File: src/rtl/ysyx_24100006_lsu.sv
// Load/store unit: one instruction per handshake, at most one bus access, formatted GPR write-data out.
// Optional macro YSYX_LSU_MISALIGN_CHECK_EN faults misaligned H/W accesses without touching the bus.
module ysyx_24100006_lsu #(
    parameter int CTRL_W = 24,
    parameter int ADDR_W = 32
) (
    input  logic              clk,
    input  logic              reset,
    input  logic              in_valid,
    output logic              in_ready,
    input  logic              mem_ren,
    input  logic              mem_wen,
    input  logic [2:0]        mem_op,
    input  logic [ADDR_W-1:0] addr,
    input  logic [31:0]       store_data,
    input  logic [31:0]       alu_result,
    input  logic [CTRL_W-1:0] ctrl_i,
    output logic              out_valid,
    input  logic              out_ready,
    output logic [31:0]       wdata_gpr_M,
    output logic [CTRL_W-1:0] ctrl_o,
    output logic              mem_fault,
    output logic              req_valid,
    input  logic              req_ready,
    output logic              req_we,
    output logic [ADDR_W-1:0] req_addr,
    output logic [31:0]       req_wdata,
    output logic [3:0]        req_wstrb,
    input  logic              rsp_valid,
    input  logic [31:0]       rsp_rdata,
    input  logic              rsp_err
);

    typedef enum logic [1:0] {IDLE, REQ, WAIT, DONE} state_t;

    state_t      state, state_nxt;
    logic [2:0]  op_q;
    logic [1:0]  lane_q;
    logic        load_q;
    logic [31:0] alu_q;

    logic        accept;
    logic        is_mem;
    logic        misalign;
    logic        bus_go;
    logic [31:0] st_wdata;
    logic [3:0]  st_wstrb;
    logic [31:0] ld_data;
    logic [7:0]  ld_byte;
    logic [15:0] ld_half;

    assign accept = in_valid && in_ready;
    assign is_mem = mem_ren || mem_wen;

`ifdef YSYX_LSU_MISALIGN_CHECK_EN
    assign misalign = is_mem &&
                      (((mem_op[1:0] == 2'b01) && addr[0]) ||
                       ((mem_op[1:0] == 2'b10) && (addr[1:0] != 2'b00)));
`else
    assign misalign = 1'b0;
`endif

    assign bus_go = is_mem && !misalign;

    // State register
    always_ff @(posedge clk) begin
        if (reset) state <= IDLE;
        else       state <= state_nxt;
    end

    // Next-state logic
    always_comb begin
        state_nxt = state;
        case (state)
            IDLE: if (in_valid) state_nxt = bus_go ? REQ : DONE;
            REQ:  if (req_ready) state_nxt = WAIT;
            WAIT: if (rsp_valid) state_nxt = DONE;
            DONE: if (out_ready) state_nxt = IDLE;
            default: state_nxt = IDLE;
        endcase
    end

    // Handshake outputs
    always_comb begin
        in_ready  = (state == IDLE) && !reset;
        req_valid = (state == REQ);
        out_valid = (state == DONE);
    end

    always_comb begin
        st_wdata = store_data;
        st_wstrb = 4'b1111;
        case (mem_op[1:0])
            2'b00: begin
                st_wdata = {4{store_data[7:0]}};
                st_wstrb = 4'b0001 << addr[1:0];
            end
            2'b01: begin
                st_wdata = {2{store_data[15:0]}};
                st_wstrb = 4'b0011 << {addr[1], 1'b0};
            end
            default: ;
        endcase
    end

    always_comb begin
        case (lane_q)
            2'd0:    ld_byte = rsp_rdata[7:0];
            2'd1:    ld_byte = rsp_rdata[15:8];
            2'd2:    ld_byte = rsp_rdata[23:16];
            default: ld_byte = rsp_rdata[31:24];
        endcase
        ld_half = lane_q[1] ? rsp_rdata[31:16] : rsp_rdata[15:0];
        case (op_q)
            3'b000:  ld_data = {{24{ld_byte[7]}}, ld_byte};
            3'b001:  ld_data = {{16{ld_half[15]}}, ld_half};
            3'b100:  ld_data = {24'd0, ld_byte};
            3'b101:  ld_data = {16'd0, ld_half};
            default: ld_data = rsp_rdata;
        endcase
    end

    // Request fields are captured at accept so they stay stable through REQ
    always_ff @(posedge clk) begin
        if (reset) begin
            wdata_gpr_M <= '0;
            ctrl_o      <= '0;
            mem_fault   <= 1'b0;
            req_we      <= 1'b0;
            req_addr    <= '0;
            req_wdata   <= '0;
            req_wstrb   <= '0;
            op_q        <= '0;
            lane_q      <= '0;
            load_q      <= 1'b0;
            alu_q       <= '0;
        end else if (accept) begin
            ctrl_o      <= ctrl_i;
            op_q        <= mem_op;
            lane_q      <= addr[1:0];
            load_q      <= mem_ren;
            alu_q       <= alu_result;
            mem_fault   <= misalign;
            wdata_gpr_M <= is_mem ? 32'd0 : alu_result;
            req_addr    <= {addr[ADDR_W-1:2], 2'b00};
            req_we      <= mem_wen && !mem_ren;
            req_wdata   <= (mem_wen && !mem_ren) ? st_wdata : 32'd0;
            req_wstrb   <= (mem_wen && !mem_ren) ? st_wstrb : 4'b0000;
        end else if ((state == WAIT) && rsp_valid) begin
            mem_fault   <= rsp_err;
            wdata_gpr_M <= rsp_err ? 32'd0 : (load_q ? ld_data : alu_q);
        end
    end

endmodule

File: config.mk
export PLATFORM = sky130hd
export DESIGN_NAME = ysyx_24100006_lsu
export DESIGN_NICKNAME = d
export VERILOG_FILES = /design/src/rtl/ysyx_24100006_lsu.sv
export SDC_FILE = /design/constraint.sdc
export NUM_CORES = 1
export LEC_CHECK = 0
export BUFFER_PORTS_ARGS = -buffer_cell sky130_fd_sc_hd__buf_2
export CAP_MARGIN = 20
export CORE_MARGIN = 5
export CORE_UTILIZATION = 45
export DETAILED_ROUTE_END_ITERATION = 10
export HOLD_SLACK_MARGIN = 0.15
export PLACE_DENSITY = 0.77
export SETUP_SLACK_MARGIN = 0.4
export SLEW_MARGIN = 0
export SYNTH_ARGS = -nofsm -noshare
export SYNTH_HDL_FRONTEND = slang
export SYNTH_SLANG_ARGS = --single-unit
File: constraint.sdc
create_clock -name clk -period 1.9 [get_ports clk]
set_input_delay 0.38 -clock clk [delete_from_list [all_inputs] [get_ports clk]]
set_output_delay 0.38 -clock clk [all_outputs]
set_load 0.05 [all_outputs]
==> reports/metrics.yaml <==
cts:
  cts.htree.levels: 4
  cts_inserted_buffers: 17
  clock_path_buffers: 2
  buffer_type_at_the_clock_tree_root: "sky130_fd_sc_hd__clkbuf_16"
  tritoncts: "done"
  clock_latency_ns: 0.44
  clock_sink_count: 164
  cts.clk_slew.worst_paths_ns: 0.07
setup_path:
  end_of_the_worst_register_to_register_path: "wdata_gpr_M[8]$_SDFFE_PP0P_"
  worst_ep_arrival_time_ns: 2.19
  crit_path_max_fanout: 5
  worstSetupStartpointType: "register"
  timing.critical_path.required_ns: 2.24
  cpMaxStageDelayCell: "sky130_fd_sc_hd__or4b_4"
  rr_worst_depth: 5
  setup.reg_to_reg.worst_slack_ns: 0.06
  setup.worst_path.class: "register to register"
  cp-end-kind: "register"
  crit_chain: "buf_4 > ha_2 > nand2_2 > or4b_4 > o31ai_2"
  cp_slowest_stage_delay_ns: 0.59
  r2r_start: "state[1]$_SDFFE_PP0P_"
floorplan:
  floorplan.io_pins: 293
  start_util_pct: 45.48
  standard_cell_core_area_mm2: 0.01718
  die_width_um: 141.8
  placement_rows: 48
  die_y_extent_um: 141.8
  dieArea_mm2: 0.02010
finish:
  nFillCells: 1056
  drive_above_1_share_pct: 49.56
  design.final.nets: 1520
  syn_to_final_growth_pct: 71.36
  stdcell_area_mm2: 0.01339
  most-common-layout-cells: "285 x sky130_fd_sc_hd__buf_2, 158 x sky130_fd_sc_hd__dfxtp_1, 95 x sky130_fd_sc_hd__nand2b_1"
  layout.cells.most_common: "sky130_fd_sc_hd__buf_2"
timing:
  finalCritPeriodShare_pct: 97.02
  slew_violations: 0
  maxSlewHeadroom_pct: 33.85
  max_slew.worst_pin.slew_ns: 0.9922
  setup_ws_ns: 0.05659
  max_clock_freq_mhz: 542.5
  timing.final.setup_violations: 0
  rsz0062_at_grt: "true"
  finalClockSkew_ns: 0.01314
  timing_hold_violations_final: 0
  final_period_minus_worst_setup_slack_ns: 1.843
global_routing:
  antenna_violations_before_repair: 4
  gr-usage-all-layers_pct: 28.32
  grt_pass1_vias: 8551
  globalRouteOverflowTotal: 0
  grt_first_pass_wirelength_um: 45730
  pin_count_of_the_biggest_net_entering_global_routing: 56
logic_synthesis:
  yosys.cell_types.count: 50
  yosys.area.top_type: "sky130_fd_sc_hd__dfxtp_1"
  synth_warnings: 0
  yosysSeqAreaShare_pct: 42.02
  synth_ff_type: "sky130_fd_sc_hd__dfxtp_1"
  synth_edf_count: 0
  synth_top_cells_by_area: "sky130_fd_sc_hd__dfxtp_1 42%, sky130_fd_sc_hd__nand2_1 8.5%, sky130_fd_sc_hd__o21ai_0 8.3%"
  synthArstFlopShare_pct: 0
  synth_area_per_cell_um2: 8.054
  synth_top_area_share_pct: 42.02
  mappedNetlistArea_mm2: 0.007812
  gate_count_after_technology_mapping: 970
  synth-seq-cells: 164
flow_run:
  drv_cap: 0
place:
  pre_cts_setup_slack_ns: -0.1444
  detailed_place_hpwl_um: 17850
  globalplace.congestion: 0.8833
  place.port_buffers: 290
  placedInstanceArea_mm2: 0.009694
power:
  power_per_cell_area_mw_per_mm2: 1147
  largest_vdd_supply_drop_v: 0.0007952
  leakagePower_nw: 5.920
route:
  routed_via_density: 5.827
  detailedRoute.firstIterationViolations: 814
  num_vias: 9271
  drt-pass1-iter-count: 5
  drt-total-wl_um: 34300
  drtAntennaViolNets: 0
  detail_route.drc_violations: 0
  avgRoutedWirePerCell_um: 21.56
run_status:
  outcome: "completed"
worst_hold_path:
  worst_hold_startpoint: "addr[18]"
  worst_hold_path.num_cells: 3
  timing.hold.worst.class: "input pin to register"
  timing.hold.worst_endpoint: "req_addr[18]$_SDFFE_PP0P_"
[synth_stat cells (9+ instances only)]
cell / number
sky130_fd_sc_hd__a2111oi_2: 11
sky130_fd_sc_hd__a211oi_1: 25
sky130_fd_sc_hd__a21oi_1: 26
sky130_fd_sc_hd__a22oi_1: 9
sky130_fd_sc_hd__buf_2: 18
sky130_fd_sc_hd__clkbuf_1: 54
sky130_fd_sc_hd__dfxtp_1: 164
sky130_fd_sc_hd__inv_1: 15
sky130_fd_sc_hd__mux2i_1: 11
sky130_fd_sc_hd__nand2_1: 176
sky130_fd_sc_hd__nand2b_1: 95
sky130_fd_sc_hd__nand3b_1: 18
sky130_fd_sc_hd__nor2_1: 64
sky130_fd_sc_hd__nor2b_1: 22
sky130_fd_sc_hd__o21ai_0: 129
sky130_fd_sc_hd__o31ai_1: 25
[cell families after synthesis]
logic type / count (synthesis) / share of synthesized area (%)
compound gates: 277 / 23.05
simple gates: 402 / 25.22
mux: 20 / 2.851
flops: 164 / 42.02
other cells: 1 / 0.04800
fa+ha+maj: 5 / 0.8008
buf+inv: 101 / 6.006
[final cells by class]
cell class	count	area [µm²]	share of cell area, %
antenna	2	5.005	0.03738
clock buffer	19	442.9	3.308
clock inverter	13	123.9	0.9252
inverter	15	58.81	0.4393
multi-input combinational	708	5401	40.35
sequential	164	3296	24.62
tap	225	281.5	2.103
timing repair buffer	445	3779	28.22
[worst max-delay path: cells and delay by family (launching register included)]
family	cells	cell delay [ns]
AOI/OAI and AO/OA	1	0.32
adders and majority gates	1	0.23
buffers and inverters	1	0.14
DFF	1	0.36
and+or+nand+nor	2	0.70
[state kept, by name, indices dropped and copies added (netlist names), 2 cells and up]
| signal | cells |
|---|---|
| op_q | 3 |
| ctrl_o | 24 |
| req_wdata | 32 |
| req_wstrb | 4 |
| state | 2 |
| lane_q | 2 |
| req_addr | 30 |
| wdata_gpr_M | 32 |
| alu_q | 32 |
[worst max-delay path by stage]
| stage | startpoint | endpoint | slack, ns | cells after the start |
|---|---|---|---|---|
| floorplan | lane_q[1]$_SDFFE_PP0P_ | wdata_gpr_M[21]$_SDFFE_PP0P_ | 0.20 | 7 |
| global placement | rsp_rdata[15] | wdata_gpr_M[19]$_SDFFE_PP0P_ | -0.06 | 5 |
| detailed placement | rsp_rdata[15] | wdata_gpr_M[16]$_SDFFE_PP0P_ | -0.14 | 5 |
| CTS | state[0]$_SDFFE_PP0P_ | wdata_gpr_M[26]$_SDFFE_PP0P_ | 0.15 | 8 |
| global route | state[1]$_SDFFE_PP0P_ | wdata_gpr_M[8]$_SDFFE_PP0P_ | 0.003 | 5 |
| finish | state[1]$_SDFFE_PP0P_ | wdata_gpr_M[8]$_SDFFE_PP0P_ | 0.06 | 5 |
[layer usage]
layer,up-vias,global-route usage (%),routed length [µm]
met3,138,8.190,3885
met5,-,0,30
met1,4349,34.67,12130
met2,633,47.00,16730
li1,4147,-,-
met4,4,11.11,1530
[through the flow]
| stage | cells | TNS [ns] | hold slack (ns) | util, % | power, mW |
|---|---|---|---|---|---|
| final | 1591 | 0 | 0.1551 | 77.94 | 15.35 |
| after global routing | 1590 | 0 | 0.1594 | 77.93 | 15.91 |
| after CTS | 1547 | 0 | 0.1502 | 68.68 | 13.89 |
| after detailed placement | 1432 | -1.400 | 0.4292 | 56.44 | 9.359 |
| after global placement | 1432 | -0.5984 | 0.4239 | 56.44 | 9.268 |
| after floorplan | 971 | 0 | 0.4492 | - | 8.096 |
[repair_timing]
item                                    in CTS  in global routing
setup buffers                               25                 19
cloned                                      18                 23
resized for setup                          155                303
endpoints found under the setup margin     139                162
pin swaps                                   47                114
hold buffers                                40                  0
endpoints found under the hold margin       40                  0
[power by group]
part / internal, mW / switching (mW)
Sequential: 4.06 / 0.393
Clock: 1.86 / 1.60
Combinational: 2.93 / 4.50
Total: 8.86 / 6.49
No activity file was read; power rests on OpenSTA's default activity.
